[config.mk]
export PLATFORM = sky130hd
export DESIGN_NAME = axi_default_wr_responder
export DESIGN_NICKNAME = d
export VERILOG_FILES = /design/src/rtl/axi_default_wr_responder.sv
export SDC_FILE = /design/constraint.sdc
export NUM_CORES = 1
export LEC_CHECK = 0
export BUFFER_PORTS_ARGS = -buffer_cell sky130_fd_sc_hd__buf_4
export CAP_MARGIN = 5
export CORE_ASPECT_RATIO = 1.5
export CORE_MARGIN = 2
export CORE_UTILIZATION = 45
export DETAILED_ROUTE_END_ITERATION = 8
export PLACE_DENSITY = 0.7
export REMOVE_ABC_BUFFERS = 1
export SETUP_SLACK_MARGIN = 0.05
export SYNTH_ARGS = -nofsm -noshare
export SYNTH_HDL_FRONTEND = slang
export SYNTH_SLANG_ARGS = --single-unit
[constraint.sdc]
create_clock -name ACLK -period 7.1 [get_ports ACLK]
set_clock_uncertainty 0.2 [all_clocks]
set_input_delay 0.355 -clock ACLK [delete_from_list [all_inputs] [get_ports ACLK]]
set_output_delay 0.355 -clock ACLK [all_outputs]
set_load 0.1 [all_outputs]
[src/rtl/axi_default_wr_responder.sv]
// Default AXI write slave for decode misses: sinks W bursts and answers each AW with one B.
// Optional WLAST_CHECK_EN: bursts whose WLAST placement disagrees with AWLEN return SLVERR.
module axi_default_wr_responder #(
  parameter int         ID_WIDTH      = 4,
  parameter int         PENDING_DEPTH = 4,
  parameter logic [1:0] DEFAULT_RESP  = 2'b11
) (
  input  logic                ACLK,
  input  logic                ARESET,
  input  logic [ID_WIDTH-1:0] AWID,
  input  logic [7:0]          AWLEN,
  input  logic                AWVALID,
  output logic                AWREADY,
  input  logic                WLAST,
  input  logic                WVALID,
  output logic                WREADY,
  output logic [ID_WIDTH-1:0] BID,
  output logic [1:0]          BRESP,
  output logic                BVALID,
  input  logic                BREADY
);

  localparam int PTR_W = $clog2(PENDING_DEPTH);
  localparam int CNT_W = PTR_W + 1;
  localparam logic [CNT_W-1:0] FULL_COUNT = CNT_W'(PENDING_DEPTH);

  localparam logic [0:0] W_IDLE = 1'b0;
  localparam logic [0:0] W_DATA = 1'b1;

  // AW queue
  logic [ID_WIDTH-1:0] aw_id_mem  [PENDING_DEPTH];
  logic [7:0]          aw_len_mem [PENDING_DEPTH];
  logic [PTR_W-1:0]    aw_wr_ptr_reg;
  logic [PTR_W-1:0]    aw_rd_ptr_reg;
  logic [CNT_W-1:0]    aw_count_reg;
  logic                aw_push;
  logic                aw_pop;

  // B queue
  logic [ID_WIDTH-1:0] b_id_mem   [PENDING_DEPTH];
  logic [1:0]          b_resp_mem [PENDING_DEPTH];
  logic [PTR_W-1:0]    b_wr_ptr_reg;
  logic [PTR_W-1:0]    b_rd_ptr_reg;
  logic [CNT_W-1:0]    b_count_reg;
  logic                b_push;
  logic                b_pop;

  // W burst tracking
  logic [0:0] state_reg;
  logic [0:0] state_next;
  logic [7:0] len_reg;
  logic [7:0] beats_reg;
  logic       beat_fire;
  logic       final_beat;
  logic       burst_start;
  logic [1:0] burst_resp;

  assign AWREADY     = (aw_count_reg != FULL_COUNT);
  assign aw_push     = AWVALID & AWREADY;
  assign WREADY      = (state_reg == W_DATA);
  assign beat_fire   = WVALID & WREADY;
  assign final_beat  = beat_fire & (beats_reg == len_reg);
  assign aw_pop      = final_beat;
  assign b_push      = final_beat;
  // A full B queue holds off the next burst, which is what back-pressures W.
  assign burst_start = (state_reg == W_IDLE) && (aw_count_reg != '0) && (b_count_reg != FULL_COUNT);

  assign BVALID = (b_count_reg != '0);
  assign b_pop  = BVALID & BREADY;
  assign BID    = b_id_mem[b_rd_ptr_reg];
  assign BRESP  = b_resp_mem[b_rd_ptr_reg];

`ifdef WLAST_CHECK_EN
  logic err_reg;
  logic beat_err;

  assign beat_err = WLAST != (beats_reg == len_reg);

  always_ff @(posedge ACLK) begin
    if (ARESET) begin
      err_reg <= 1'b0;
    end else if (burst_start) begin
      err_reg <= 1'b0;
    end else if (beat_fire && beat_err) begin
      err_reg <= 1'b1;
    end
  end

  // The final beat's own WLAST error must count, so fold it in combinationally.
  assign burst_resp = (err_reg | beat_err) ? 2'b10 : DEFAULT_RESP;
`else
  logic unused_wlast;
  assign unused_wlast = WLAST;
  assign burst_resp   = DEFAULT_RESP;
`endif

  always_ff @(posedge ACLK) begin
    if (aw_push) begin
      aw_id_mem[aw_wr_ptr_reg]  <= AWID;
      aw_len_mem[aw_wr_ptr_reg] <= AWLEN;
    end
  end

  always_ff @(posedge ACLK) begin
    if (ARESET) begin
      aw_wr_ptr_reg <= '0;
      aw_rd_ptr_reg <= '0;
      aw_count_reg  <= '0;
    end else begin
      if (aw_push) aw_wr_ptr_reg <= aw_wr_ptr_reg + PTR_W'(1);
      if (aw_pop)  aw_rd_ptr_reg <= aw_rd_ptr_reg + PTR_W'(1);
      case ({aw_push, aw_pop})
        2'b10:   aw_count_reg <= aw_count_reg + CNT_W'(1);
        2'b01:   aw_count_reg <= aw_count_reg - CNT_W'(1);
        default: aw_count_reg <= aw_count_reg;
      endcase
    end
  end

  // B storage is cleared on reset so BID/BRESP read as zero while idle.
  always_ff @(posedge ACLK) begin
    if (ARESET) begin
      for (int i = 0; i < PENDING_DEPTH; i++) begin
        b_id_mem[i]   <= '0;
        b_resp_mem[i] <= '0;
      end
    end else if (b_push) begin
      b_id_mem[b_wr_ptr_reg]   <= aw_id_mem[aw_rd_ptr_reg];
      b_resp_mem[b_wr_ptr_reg] <= burst_resp;
    end
  end

  always_ff @(posedge ACLK) begin
    if (ARESET) begin
      b_wr_ptr_reg <= '0;
      b_rd_ptr_reg <= '0;
      b_count_reg  <= '0;
    end else begin
      if (b_push) b_wr_ptr_reg <= b_wr_ptr_reg + PTR_W'(1);
      if (b_pop)  b_rd_ptr_reg <= b_rd_ptr_reg + PTR_W'(1);
      case ({b_push, b_pop})
        2'b10:   b_count_reg <= b_count_reg + CNT_W'(1);
        2'b01:   b_count_reg <= b_count_reg - CNT_W'(1);
        default: b_count_reg <= b_count_reg;
      endcase
    end
  end

  always_comb begin
    state_next = state_reg;
    case (state_reg)
      W_IDLE:  if (burst_start) state_next = W_DATA;
      W_DATA:  if (final_beat)  state_next = W_IDLE;
      default: state_next = W_IDLE;
    endcase
  end

  always_ff @(posedge ACLK) begin
    if (ARESET) begin
      state_reg <= W_IDLE;
      len_reg   <= '0;
      beats_reg <= '0;
    end else begin
      state_reg <= state_next;
      if (burst_start) begin
        len_reg   <= aw_len_mem[aw_rd_ptr_reg];
        beats_reg <= '0;
      end else if (beat_fire) begin
        beats_reg <= beats_reg + 8'd1;
      end
    end
  end

endmodule

==> impl_metrics.py <==
metrics = {
    "layout": {
        "regMostFlops": "aw_len_mem",
        "nNetsFinal": 342,
        "drive_gt1_frac": 0.194,
        "area_delta_synth_final_pct": 12.6,
        "fillCellCount": 792,
        "n_antenna_cell": 0,
        "top_regs": "aw_len_mem: 32 flops, aw_id_mem: 16 flops, b_id_mem: 16 flops",
        "largest_register_ffs": 32,
    },
    "synth": {
        "avgSynthCellArea_um2": 14.7,
        "yosys_warnings": 0,
        "synthFlopType": "edfxtp_1",
        "synth.distinct_cells": 42,
        "synthTopCellsByArea": "edfxtp_1 48%, dfxtp_1 16%, mux4_2 9.0%",
        "yosysMostFrequentCell": "edfxtp_1",
        "yosysSeqAreaShare": 0.641,
        "synthArstFlopShare": 0,
        "synth_common_cells": "68 x edfxtp_1, 35 x dfxtp_1, 24 x nor2_1, 18 x inv_1, 17 x mux4_2",
        "synth_top_area_share": 0.478,
        "syn_area_um2": 4280,
        "yosys.area.top_type": "edfxtp_1",
        "syn_inst": 290,
        "ys_ff_latch": 103,
        "synth_edf_count": 68,
    },
    "timing": {
        "slew-limit-headroom": 0.224,
        "setup-violations-final": 0,
        "hold_violations": 0,
        "rsz0062_at_grt": "no",
        "period_share": 0.436,
        "max_clock_freq_mhz": 323,
        "tns_ns": 0,
        "finalMaxSlewViolations": 0,
        "period_minus_slack_ns": 3.09,
        "worstMarginPinSlew_ns": 1.15,
    },
    "detailed_routing": {
        "vias_per_cell": 5.35,
        "met2_length_um": 3630,
        "dr.pass1.iters": 4,
        "totalWireLength_um": 6900,
        "top_layer_used": "met4",
        "met3_length_um": 169,
        "wl_met1_um": 2970,
        "ant_nets": 0,
        "drc": 0,
        "num_vias": 2310,
        "first_iter_violations": 129,
        "post_drt_wl_per_cell_um": 16.0,
    },
    "worst_setup_path": {
        "cp-end-kind": "flip-flop",
        "slowest_stage": "or3_1",
        "cp_common_cell": "or3_1",
        "critical_path.top_delay_family": "simple AND/OR/NAND/NOR gates",
        "slowest_delay_ns": 0.53,
        "crit_chain": "xnor2_1 -> nand4_1 -> or3_1 -> clkinv_4 -> ha_1 -> inv_1 -> fa_1 -> xor2_1 -> or3_1 -> a21oi_1",
        "criticalPathCategory": "reg2reg",
        "path_buf_inv": 2,
        "crit_arrival_ns": 3.16,
        "worstPathRequired_ns": 7.17,
        "critPathLaunchType": "flip-flop",
        "worstPathMaxFanout": 24,
    },
    "global_routing": {
        "grt.overflow.total": 0,
        "grt_pass1_vias": 2295,
        "antenna_found_initial": 0,
        "track_usage": 0.141,
        "grt_pass1_wl_um": 11200,
        "grt_max_degree": 27,
    },
    "flow_run": {
        "cap_viol_max_count": 0,
    },
    "floorplanning": {
        "fp.coreArea_um2": 9250,
        "start_util": 0.462,
        "die_x_um": 83.6,
        "die_area_um2": 10300,
        "pin_count": 27,
        "fp.dieH_um": 123,
        "fp-row-count": 43,
    },
    "place": {
        "place.gp.congestion": 0.727,
        "hpwlAfterDp_um": 4810,
        "io_buffers": 25,
    },
    "pwr": {
        "ir_drop_uv": 204,
        "p_clk_frac": 0.286,
        "switching_power_w": 0.000525,
        "leakage_nw": 1.73,
        "power.total_w": 0.00165,
        "sequentialPowerShare": 0.466,
        "swShare": 0.318,
        "p_comb_frac": 0.248,
        "powerDensity_nw_per_um2": 344,
        "p_int_w": 0.00113,
    },
    "clocking": {
        "clk_pin_slew_ns": 0.06,
        "cts.sinks": 103,
        "cts_tree": "yes",
        "htreeDepth": 3,
        "insertion_delay_ns": 0.34,
        "root_buffer": "clkbuf_16",
        "numCtsBuffers": 9,
        "cts_buffer_depth": 2,
        "post_cts_resized": 0,
    },
    "min_path": {
        "worstHoldPathType": "in2reg",
    },
    "outcome": {
        "status": "complete, no violations",
    },
}
==> cell families (layout without fill, tap and decap cells) <==
group / after synthesis / count (layout) / synth area share
buf+inv: 31 / 61 / 0.0375
fa+ha+maj: 9 / 9 / 0.0299
mux: 21 / 21 / 0.0998
compound gates: 26 / 26 / 0.0442
simple gates: 78 / 78 / 0.102
flops: 103 / 103 / 0.641
xor+xnor: 22 / 22 / 0.0451
==> stage by stage <==
| stage | instance area (µm²) | worst slack, ns | utilization | instances | hold WS (ns) |
|---|---|---|---|---|---|
| 2_1_floorplan | 4190 | 3.65 | - | 278 | 0.224 |
| 3_3_place_gp | 4520 | 4.08 | 0.488 | 415 | 0.268 |
| 3_5_place_dp | 4520 | 4.01 | 0.488 | 415 | 0.274 |
| 4_1_cts | 4810 | 4.00 | 0.520 | 432 | 0.00516 |
| 5_1_grt | 4810 | 3.79 | 0.520 | 432 | 0.00810 |
| 6_report | 4810 | 4.01 | 0.520 | 432 | 0.0185 |
==> layout make-up <==
class | count | area, µm² | area share
Multi-Input combinational cell | 156 | 1370 | 0.285
Timing Repair Buffer | 26 | 198 | 0.0411
Inverter | 19 | 76.3 | 0.0159
Sequential cell | 103 | 2740 | 0.570
Clock buffer | 12 | 236 | 0.0491
Tap cell | 112 | 140 | 0.0291
Clock inverter | 4 | 47.5 | 0.00988
==> power by group through the flow <==
stage / Sequential (W) / Clock (W) / Combinational (W)
2_1_floorplan: 0.000783 / 0 / 0.000310
3_3_place_gp: 0.000783 / 0 / 0.000404
3_5_place_dp: 0.000786 / 0 / 0.000412
4_1_cts: 0.000773 / 0.000480 / 0.000415
5_1_grt: 0.000783 / 0.000504 / 0.000444
6_report: 0.000771 / 0.000473 / 0.000410
==> path summary, 6_finish.rpt <==
path / start / to / slack, ns / depth (start not counted)
max: beats_reg[0] / aw_count_reg[2] / 4.01 / 10
min: AWLEN[1] / aw_len_mem[3][1] / 0.02 / 1
max reg2reg: beats_reg[0] / aw_count_reg[2] / 4.01 / 10
min reg2reg: len_reg[4] / len_reg[4] / 0.28 / 1
==> timing repair <==
item                                   in CTS  in global routing
endpoints found under the hold margin       4                  0
setup buffers                               0                  0
hold buffers                                1                  0
==> cells in the final DEF, fill, tap and decap left out, drive strengths merged, types with 2 or more instances in the layout <==
cell type | synthesis | layout
xnor2 | 11 | 11
o21ai | 4 | 4
nand4 | 5 | 5
a21oi | 6 | 6
xor2 | 11 | 11
clkinv | 1 | 3
mux2 | 3 | 3
dfxtp | 35 | 35
and2 | 2 | 2
ha | 7 | 7
a31o | 2 | 2
nor3 | 2 | 2
nor2 | 24 | 24
clkbuf | 6 | 12
or3 | 4 | 4
fa | 2 | 2
buf | 6 | 25
nand2 | 7 | 7
o31ai | 2 | 2
nor2b | 2 | 2
and3 | 14 | 14
mux4 | 17 | 17
inv | 18 | 18
and4b | 4 | 4
edfxtp | 68 | 68
and4 | 5 | 5
nand3 | 3 | 3
o2bb2ai | 8 | 8
==> worst register-to-register path, stage by stage, from the launching register on <==
cell	delay (ns)
dfxtp_1	0.46
xnor2_1	0.16
nand4_1	0.24
or3_1	0.53
clkinv_4	0.20
ha_1	0.21
inv_1	0.06
fa_1	0.37
xor2_1	0.16
or3_1	0.30
a21oi_1	0.14
==> per-layer routing <==
layer,up-vias,track usage
li1,1132,-
met1,1144,0.160
met2,26,0.253
met3,8,0.0327
met4,0,0.0605
met5,-,0
Power figures use the tool's default switching activity.
